==> src/rtl/ft_pkg.sv <==
// Shared types and constants for the FT2232H transmit arbiter.
// Optional feature macro: FT_TX_ARB_HEADER_EN (adds the HDR state and header byte).
package ft_pkg;

  // Arbiter FSM states; HDR only exists when the header feature is built in.
  typedef enum logic [1:0] {
    IDLE = 2'd0,
`ifdef FT_TX_ARB_HEADER_EN
    HDR  = 2'd1,
`endif
    DATA = 2'd2
  } state_t;

  // Upper nibble of every burst header byte.
  localparam logic [3:0] HDR_NIBBLE = 4'hA;

  // Requester slot assignment on the board.
  localparam int REQ_ECHO = 0;
  localparam int REQ_ADC  = 1;
  localparam int REQ_STAT = 2;

  // Header byte announcing which requester owns the following payload.
  function automatic logic [7:0] hdr_byte(input logic [1:0] id);
    return {HDR_NIBBLE, 2'b00, id};
  endfunction

endpackage

==> src/rtl/ft_tx_arbiter_rr_pick.sv <==
// Combinational round-robin selector: finds the first active request
// starting one slot after the previous grant and wrapping modulo NREQ.
module rr_pick #(
  parameter int NREQ = 3
) (
  input  logic [NREQ-1:0] req,
  input  logic [1:0]      last,
  output logic [1:0]      idx,
  output logic            any
);

  logic [2:0] cand;

  // Scan from the farthest slot back to the nearest so the nearest hit wins.
  always_comb begin
    idx  = last;
    any  = 1'b0;
    cand = '0;
    for (int k = NREQ; k >= 1; k--) begin
      cand = {1'b0, last} + 3'(k);
      if (cand >= 3'(NREQ)) begin
        cand = cand - 3'(NREQ);
      end
      for (int j = 0; j < NREQ; j++) begin
        if (cand == 3'(j) && req[j]) begin
          idx = 2'(j);
          any = 1'b1;
        end
      end
    end
  end

endmodule

==> src/rtl/ft_tx_arbiter.sv <==
// Multiplexes NREQ byte streams into the FT2232H write FIFO, one burst per
// grant, with round-robin fairness and a registered write port.
// Optional feature macro: FT_TX_ARB_HEADER_EN (prefix each burst with a header byte).
module ft_tx_arbiter
  import ft_pkg::*;
#(
  parameter int NREQ      = 3,
  parameter int MAX_BURST = 64
) (
  input  logic              clk,
  input  logic              rst_n,
  input  logic [NREQ-1:0]   req_valid,
  input  logic [8*NREQ-1:0] req_data,
  input  logic [NREQ-1:0]   req_last,
  output logic [NREQ-1:0]   req_ready,
  output logic              wr_en,
  output logic [7:0]        wr_data,
  input  logic              wr_full,
  output logic              busy,
  output logic [1:0]        grant_id
);

  localparam int CW = $clog2(MAX_BURST + 1);
  localparam logic [CW-1:0] BURST_LAST = CW'(MAX_BURST - 1);

  state_t        state_reg, state_next;
  logic [1:0]    grant_reg;
  logic [1:0]    ptr_reg;
  logic [CW-1:0] cnt_reg;
  logic          wr_en_reg;
  logic [7:0]    wr_data_reg;

  logic [1:0]    pick_idx;
  logic          pick_any;
  logic          sel_valid;
  logic          sel_last;
  logic [7:0]    sel_data;
  logic          ready_base;
  logic          accept;
  logic          burst_end;

  rr_pick #(.NREQ(NREQ)) u_rr_pick (
    .req  (req_valid),
    .last (ptr_reg),
    .idx  (pick_idx),
    .any  (pick_any)
  );

  // Route the granted requester's handshake signals.
  always_comb begin
    sel_valid = 1'b0;
    sel_last  = 1'b0;
    sel_data  = '0;
    for (int i = 0; i < NREQ; i++) begin
      if (grant_reg == 2'(i)) begin
        sel_valid = req_valid[i];
        sel_last  = req_last[i];
        sel_data  = req_data[8*i +: 8];
      end
    end
  end

  assign accept    = (state_reg == DATA) && sel_valid && !wr_full;
  assign burst_end = accept && (sel_last || (cnt_reg == BURST_LAST));

  // State register.
  always_ff @(posedge clk or negedge rst_n) begin
    if (!rst_n) begin
      state_reg <= IDLE;
    end else begin
      state_reg <= state_next;
    end
  end

  // Next-state logic: grant, optional header, payload until last/limit.
  always_comb begin
    state_next = state_reg;
    case (state_reg)
      IDLE: begin
        if (pick_any) begin
`ifdef FT_TX_ARB_HEADER_EN
          state_next = HDR;
`else
          state_next = DATA;
`endif
        end
      end
`ifdef FT_TX_ARB_HEADER_EN
      HDR: begin
        if (!wr_full) begin
          state_next = DATA;
        end
      end
`endif
      DATA: begin
        if (burst_end) begin
          state_next = IDLE;
        end
      end
      default: state_next = IDLE;
    endcase
  end

  // Outputs decoded from state.
  always_comb begin
    busy       = (state_reg != IDLE);
    ready_base = (state_reg == DATA) && !wr_full;
  end

  genvar gi;
  generate
    for (gi = 0; gi < NREQ; gi++) begin : g_ready
      assign req_ready[gi] = ready_base && (grant_reg == 2'(gi));
    end
  endgenerate

  // Grant bookkeeping, burst counter and the one-cycle write pipeline.
  always_ff @(posedge clk or negedge rst_n) begin
    if (!rst_n) begin
      grant_reg   <= '0;
      ptr_reg     <= 2'(NREQ - 1);
      cnt_reg     <= '0;
      wr_en_reg   <= 1'b0;
      wr_data_reg <= '0;
    end else begin
      wr_en_reg <= 1'b0;
      if (state_reg == IDLE && pick_any) begin
        grant_reg <= pick_idx;
        ptr_reg   <= pick_idx;
        cnt_reg   <= '0;
      end
`ifdef FT_TX_ARB_HEADER_EN
      if (state_reg == HDR && !wr_full) begin
        wr_en_reg   <= 1'b1;
        wr_data_reg <= hdr_byte(grant_reg);
      end
`endif
      if (accept) begin
        wr_en_reg   <= 1'b1;
        wr_data_reg <= sel_data;
        cnt_reg     <= cnt_reg + CW'(1);
      end
    end
  end

  assign wr_en    = wr_en_reg;
  assign wr_data  = wr_data_reg;
  assign grant_id = grant_reg;

endmodule

==> config.mk <==
export PLATFORM = sky130hd
export DESIGN_NAME = ft_tx_arbiter
export DESIGN_NICKNAME = d
export VERILOG_FILES = /design/src/rtl/ft_pkg.sv /design/src/rtl/ft_tx_arbiter_rr_pick.sv /design/src/rtl/ft_tx_arbiter.sv
export SDC_FILE = /design/constraint.sdc
export NUM_CORES = 1
export LEC_CHECK = 0
export CORE_UTILIZATION = 50
export CTS_CLUSTER_SIZE = 20
export DETAILED_ROUTE_END_ITERATION = 12
export DONT_BUFFER_PORTS = 1
export PLACE_DENSITY_LB_ADDON = 0.05
export SYNTH_ARGS = -nofsm -noshare
export SYNTH_HDL_FRONTEND = slang
export SYNTH_SLANG_ARGS = --single-unit
==> constraint.sdc <==
create_clock -name clk -period 2.2 [get_ports clk]
set_clock_uncertainty 0.1 [all_clocks]
set_input_delay 0.44 -clock clk [delete_from_list [all_inputs] [get_ports clk]]
set_output_delay 0.44 -clock clk [all_outputs]
set_load 0.005 [all_outputs]
Word level (Yosys, flattened, before mapping)
Cells that the tools add are included.

Flip-flop bits (word level): 22. Latch bits: 0. Bits in writable memories: 0. ROM bits: 0. Output and inout bits: 15. Logic and storage cells: 91. Memories: 0.

Add/subtract/negate cells: 7. $mul: 0. Div/mod/pow operators: 0. Order comparisons: 3. Equality and inequality tests: 12. Shift-type cells: 0. Multiplexer cells: 36. Bitwise gates (word level): 0. Reductions and logical operators: 27.

Operator list (number): $mux 8 (3); $mux 2 (11); $logic_and 1x1->1 (17); $mux 1 (16); $mux 7 (2); $eq 3x1->1 const B (3); $eq 3x2->1 const B (3); $ge 3x2->1 const B (3); $logic_not 3->1 (3); $mux 3 (3); $sub 3x2->3 const B (3); $add 7x1->7 const B (1); $eq 7x6->1 const B (1); $add 2x2->3 const B (2); $eq 2x2->1 const B (2); $logic_not 2->1 (2); $ne 2x2->1 const B (2); $pmux 2 s2 (1); $reduce_bool 2->1 (2); $add 2x1->3 const B (1); $eq 2x1->1 const B (1); $reduce_and 2->1 (1); $logic_not 1->1 (1); $logic_or 1x1->1 (1).

Logic depth before layout (Yosys ltp)
Gate-level depths: netlist (run 1).

Depth after elaboration: 17. Gate-level depth with buffers: 7.

Cells and area by module
From an unflattened synthesis (run 1), not the netlist that was laid out.

Cell total of the unflattened synthesis: 141. Area, all modules: 1332.5 um2.

By module, submodules not included: ft_tx_arbiter (instances 1, cells each 119, area each 1173.6 um2, seq. area each 501.7 um2); rr_pick (instances 1, cells each 22, area each 158.9 um2, seq. area each 0.0 um2).

Worst setup path after synthesis (run 1)
No wires, ideal clock.

Kind: reg-to-reg. Start: reg ptr_reg[1]. End: reg cnt_reg[4]. Data arrival time: 1.693 ns. Data required time: 1.953 ns. Setup slack: 0.260 ns. Cell stages (with the launch flop): 7. Buffers on the path: 0. Period minus slack after synthesis: 1.940 ns. Cell sequence: dfstp_2 -> inv_1 -> ha_1 -> nor3b_1 -> o21a_1 -> o2bb2ai_1 -> o221ai_1.

Word-level cells in the longest chain between the ends: 16.

Ends and longest elaborated chain: start: declaration (line ft_tx_arbiter.sv:28) `logic [1:0] ptr_reg;`; start signal: assignment (line ft_tx_arbiter.sv:121) `ptr_reg <= 2'(NREQ - 1);`; start signal: assignment (line ft_tx_arbiter.sv:129) `ptr_reg <= pick_idx;`; $add 2x2->3 (line ft_tx_arbiter_rr_pick.sv:20) `cand = {1'b0, last} + 3'(k);`; $sub 3x2->3 or $ge 3x2->1 (tied branches) (line ft_tx_arbiter_rr_pick.sv:22, ft_tx_arbiter_rr_pick.sv:21); $mux 3 (line ft_tx_arbiter_rr_pick.sv:21) `if (cand >= 3'(NREQ)) begin`; $logic_not 3->1 (line ft_tx_arbiter_rr_pick.sv:25) `if (cand == 3'(j) && req[j]) begin`; $logic_and 1x1->1 (line ft_tx_arbiter_rr_pick.sv:25); $mux 1 (8 in a row) (line ft_tx_arbiter_rr_pick.sv:25); $mux 1 (*) (line ft_tx_arbiter_rr_pick.sv:25); $logic_and 1x1->1 (*) (line ft_tx_arbiter.sv:127) `if (state_reg == IDLE && pick_any) begin`; $reduce_bool 2->1 (no line) (*); end signal: assignment (line ft_tx_arbiter.sv:141) `cnt_reg <= cnt_reg + CW'(1);`; end: declaration (line ft_tx_arbiter.sv:29) `logic [CW-1:0] cnt_reg;`.

Every way passes the cells marked *; elsewhere a longest branch is shown, timed or not. A chain may end at the register's enable or synchronous reset.

Worst setup path after layout (run 1)
Start: reg ptr_reg[1]. End: reg grant_reg[0], in the netlist grant_id[0].

Word-level cells in the longest chain between the ends: 15.

Ends and longest elaborated chain: $add 2x2->3 (line ft_tx_arbiter_rr_pick.sv:20); $sub 3x2->3 or $ge 3x2->1 (tied branches) (line ft_tx_arbiter_rr_pick.sv:22, ft_tx_arbiter_rr_pick.sv:21); $mux 3 (line ft_tx_arbiter_rr_pick.sv:21); $logic_not 3->1 (line ft_tx_arbiter_rr_pick.sv:25); $logic_and 1x1->1 (line ft_tx_arbiter_rr_pick.sv:25); $mux 1 (9 in a row) (line ft_tx_arbiter_rr_pick.sv:25); $logic_and 1x1->1 (line ft_tx_arbiter.sv:127); end signal: assignment (line ft_tx_arbiter.sv:128) `grant_reg <= pick_idx;`; end: declaration (line ft_tx_arbiter.sv:27) `logic [1:0] grant_reg;`.

Parallel ways exist; a longest one is shown, timed or not.

==> results.json, run 1 <==
{
  "grt_start_max_net_pins": 21,
  "drtIter0Drc": 22,
  "cts-buffers-inserted": 3,
  "overflow": 0,
  "cp_top_family": "flip-flops",
  "grt_pass1_wl_um": 4070,
  "ys_ff_latch": 20,
  "yosys.area.top_type_share": 0.371,
  "clk_latency_ns": 0.31,
  "ys_warn_count": 0,
  "synthXorXnorAreaFrac": 0,
  "worstMarginPinSlew_ns": 0.883,
  "p_leak_uw": 0.000612,
  "via_count": 976,
  "grt_use_total": 0.204,
  "die_area_sq_um": 2770,
  "drtPass1Iterations": 4,
  "seq_area_frac_synth": 0.392,
  "cts_setup_buffers": 0,
  "cp_num_cells": 6,
  "core_sq_um": 2320,
  "rsz0062_at_grt": "no",
  "crit_required_ns": 2.29,
  "drc": 0,
  "path_cells": "inv_1 > ha_1 > nor3b_1 > o21a_2 > nor2_1 > mux2_2",
  "slew_viol_final": 0,
  "pwr-share-clk": 0.161,
  "p_sw_uw": 737,
  "synth_compound_area_frac": 0.167,
  "holdPathStages": 2,
  "yosys-mux-area-fraction": 0.186,
  "routed_wl_um": 2710,
  "synth_simple_gate_area_frac": 0.155,
  "syn_area_per_cell_sq_um": 10.1,
  "slew_headroom": 0.409,
  "place_hpwl_um": 1950,
  "largest_reg_flops": 8,
  "clock_path_buffers": 2,
  "synth_top_area_cell": "dfrtp_1",
  "slowest_stage": "dfstp_2",
  "grt_pass1_vias": 881,
  "cts-root-buf": "clkbuf_4",
  "hold_violations": 0,
  "p_int_uw": 1160,
  "criticalPathCategory": "register to register",
  "h-tree-depth": 1,
  "synthCells": 127,
  "setup_slack_ns": 0.0775,
  "seqPwrFrac": 0.365,
  "synth_cell_types": 34,
  "synth_area_leaders": "dfrtp_1 (37%), mux2i_1 (8.6%), o21ai_0 (5.5%)",
  "worstPathArrival_ns": 2.22,
  "setup_violations": 0,
  "wl_per_cell_um": 17.1,
  "placement.io_buffers": 0,
  "start_kind": "register",
  "cts_tree": "built",
  "min_path_type": "input port to register",
  "viasPerCell": 6.18,
  "sw_frac_of_total": 0.390,
  "drive_above_1_share": 0.192,
  "async_flop_share": 1.00,
  "syn_area_sq_um": 1280,
  "fp-row-count": 17,
  "nets": 168,
  "die_y_um": 52.6,
  "post-route-period-util": 0.965,
  "synth_edf_count": 0,
  "diodes": 0,
  "ant_nets": 0,
  "cellPowerDensity_nw_per_um2": 1380,
  "clk_pin_slew_worst_paths_ns": 0.13,
  "yosys_most_used_dff": "dfrtp_1",
  "total_power_uw": 1890,
  "cts.sinks": 20,
  "antenna_found_initial": 0,
  "synth_top_family_by_area": "multiplexers",
  "period_needed_ns": 2.12,
  "critPathMaxStageDelay_ns": 0.58,
  "r2r_cells": 6,
  "place_ws_ns": -0.0174,
  "timing.fmax_ghz": 0.471,
  "start_util": 0.552,
  "routabilityCongestion": 0.898,
  "die_x_um": 52.6,
  "p_comb_frac": 0.474,
  "synth_most_common_cell": "dfrtp_1",
  "cp_num_buf_inv": 1,
  "synthAdderAreaFrac": 0.0391,
  "end_kind": "register",
  "syn-num-nets": 164,
  "crit_fanout": 6,
  "outcome": "complete, no violations",
  "yosys-top-cells-count": "dfrtp_1 (19), o21ai_0 (14), nand2_1 (12)",
  "ir_drop_v": 0.000871,
  "drv_cap": 0,
  "ios": 48,
  "area_delta_synth_final_pct": 7.23
}
worst reg2reg max path: cells and delay by family, from the launching register on:
family | cells | cell delay, ns
mux | 1 | 0.36
fa+ha+maj | 1 | 0.30
flops | 1 | 0.58
buf+inv | 1 | 0.08
simple gates | 2 | 0.34
compound gates | 1 | 0.27
power groups by stage:
stage | Sequential [uW] | Clock [uW] | Combinational, uW
global placement | 685 | 0 | 846
finish | 690 | 305 | 898
CTS | 689 | 309 | 896
floorplan | 651 | 0 | 751
global route | 712 | 326 | 989
detailed placement | 694 | 0 | 872
per-stage QoR:
step | hold slack, ns | util | std cells | TNS, ns | area (sq um)
6_report | 0.231 | 0.592 | 158 | 0 | 1370
5_1_grt | 0.236 | 0.592 | 158 | 0 | 1370
4_1_cts | 0.234 | 0.589 | 158 | 0 | 1370
3_5_place_dp | 0.0448 | 0.560 | 153 | -0.0174 | 1300
3_3_place_gp | 0.0448 | 0.560 | 153 | 0 | 1300
2_1_floorplan | 0.0444 | - | 127 | 0 | 1280
logic make-up (layout without fill, tap and decap cells):
family / count (synthesis) / after routing
simple gates: 38 / 38
compound gates: 30 / 30
mux: 21 / 21
flops: 20 / 20
buf+inv: 14 / 17
fa+ha+maj: 4 / 4
area by class of cell:
cell class / count / area (sq um)
fillers: 211 / 946
well taps: 28 / 35.0
flip-flops and latches: 20 / 502
clock inverters: 1 / 30.0
inverters: 8 / 30.0
repair buffers: 5 / 40.0
multi-input cells: 93 / 713
clock buffers: 3 / 22.5
metal layers:
| metal | vias up | share of wire | track usage |
|---|---|---|---|
| met5 | - | 0 | 0 |
| met4 | 0 | 0.0041 | 0.0351 |
| met3 | 2 | 0.055 | 0.0667 |
| met2 | 31 | 0.50 | 0.338 |
| met1 | 474 | 0.44 | 0.261 |
| li1 | 469 | - | - |
cells in the final DEF (no fill, tap or decap), types with 2 or more instances in the layout:
cell type,count
buf_4,4
mux2_2,6
nor2_1,4
mux2i_1,11
o21ai_0,14
o221ai_1,3
a31oi_1,4
nand2_1,12
inv_1,8
dfrtp_1,19
nand3_1,5
nand2b_1,3
a211o_1,2
and3_1,4
clkbuf_4,3
nor3_1,3
ha_1,4
mux2_4,4
repair_timing:
item / in CTS / in global routing
resized for setup: 1 / 2
setup endpoints to repair: 1 / 2
hold buffers: 1 / 0
cloned: 0 / 0
endpoints found under the hold margin: 20 / 0
final timing paths:
check | startpoint | endpoint | slack [ns]
setup / recovery | ptr_reg[1]$_DFFE_PN1P_ | grant_id[0]$_DFFE_PN0P_ | 0.08
hold / removal | req_last[1] | state_reg[1]$_DFFE_PN0P_ | 0.23
setup reg to reg | ptr_reg[1]$_DFFE_PN1P_ | grant_id[0]$_DFFE_PN0P_ | 0.08
hold reg to reg | cnt_reg[5]$_DFFE_PN0P_ | cnt_reg[5]$_DFFE_PN0P_ | 0.37
max in group asynchronous | rst_n | wr_data[1]$_DFFE_PN0P_ | 0.86
min in group asynchronous | rst_n | cnt_reg[5]$_DFFE_PN0P_ | 0.57
No activity file was read; power rests on OpenSTA's default activity.
==> run 2, diff against run 1 <==
==> constraint.sdc (replaced) <==
create_clock -name clk -period 2.19 [get_ports clk]
set_clock_uncertainty 0.1 [all_clocks]
set_input_delay 0.438 -clock clk [delete_from_list [all_inputs] [get_ports clk]]
set_output_delay 0.438 -clock clk [all_outputs]
set_load 0.005 [all_outputs]
==> results of run 2 <==
Same layout as run 1 (identical final DEF). Status: complete, no violations.
Main changes from that run: setup slack after placement -0.0174 ns -> -0.0274 ns; setup slack after layout 0.0775 ns -> 0.0675 ns; hold slack 0.231 ns -> 0.229 ns; register-to-register setup slack 0.08 ns -> 0.07 ns; total power 1890 uW -> 1900 uW; worst IR drop on VDD 0.000871 V -> 0.000875 V
==> run 3, diff against run 2 <==
--- a/config.mk
+++ b/config.mk
@@ -5,6 +5,7 @@
 export SDC_FILE = /design/constraint.sdc
 export NUM_CORES = 1
 export LEC_CHECK = 0
+export ABC_CLOCK_PERIOD_IN_PS = 2190
 export CORE_UTILIZATION = 50
 export CTS_CLUSTER_SIZE = 20
 export DETAILED_ROUTE_END_ITERATION = 12
==> results of run 3 <==
Same layout as run 1 (identical final DEF). Status: complete, no violations.
Main changes from that run: setup slack after placement -0.0174 ns -> -0.0274 ns; setup slack after layout 0.0775 ns -> 0.0675 ns; hold slack 0.231 ns -> 0.229 ns; register-to-register setup slack 0.08 ns -> 0.07 ns; total power 1890 uW -> 1900 uW; worst IR drop on VDD 0.000871 V -> 0.000875 V
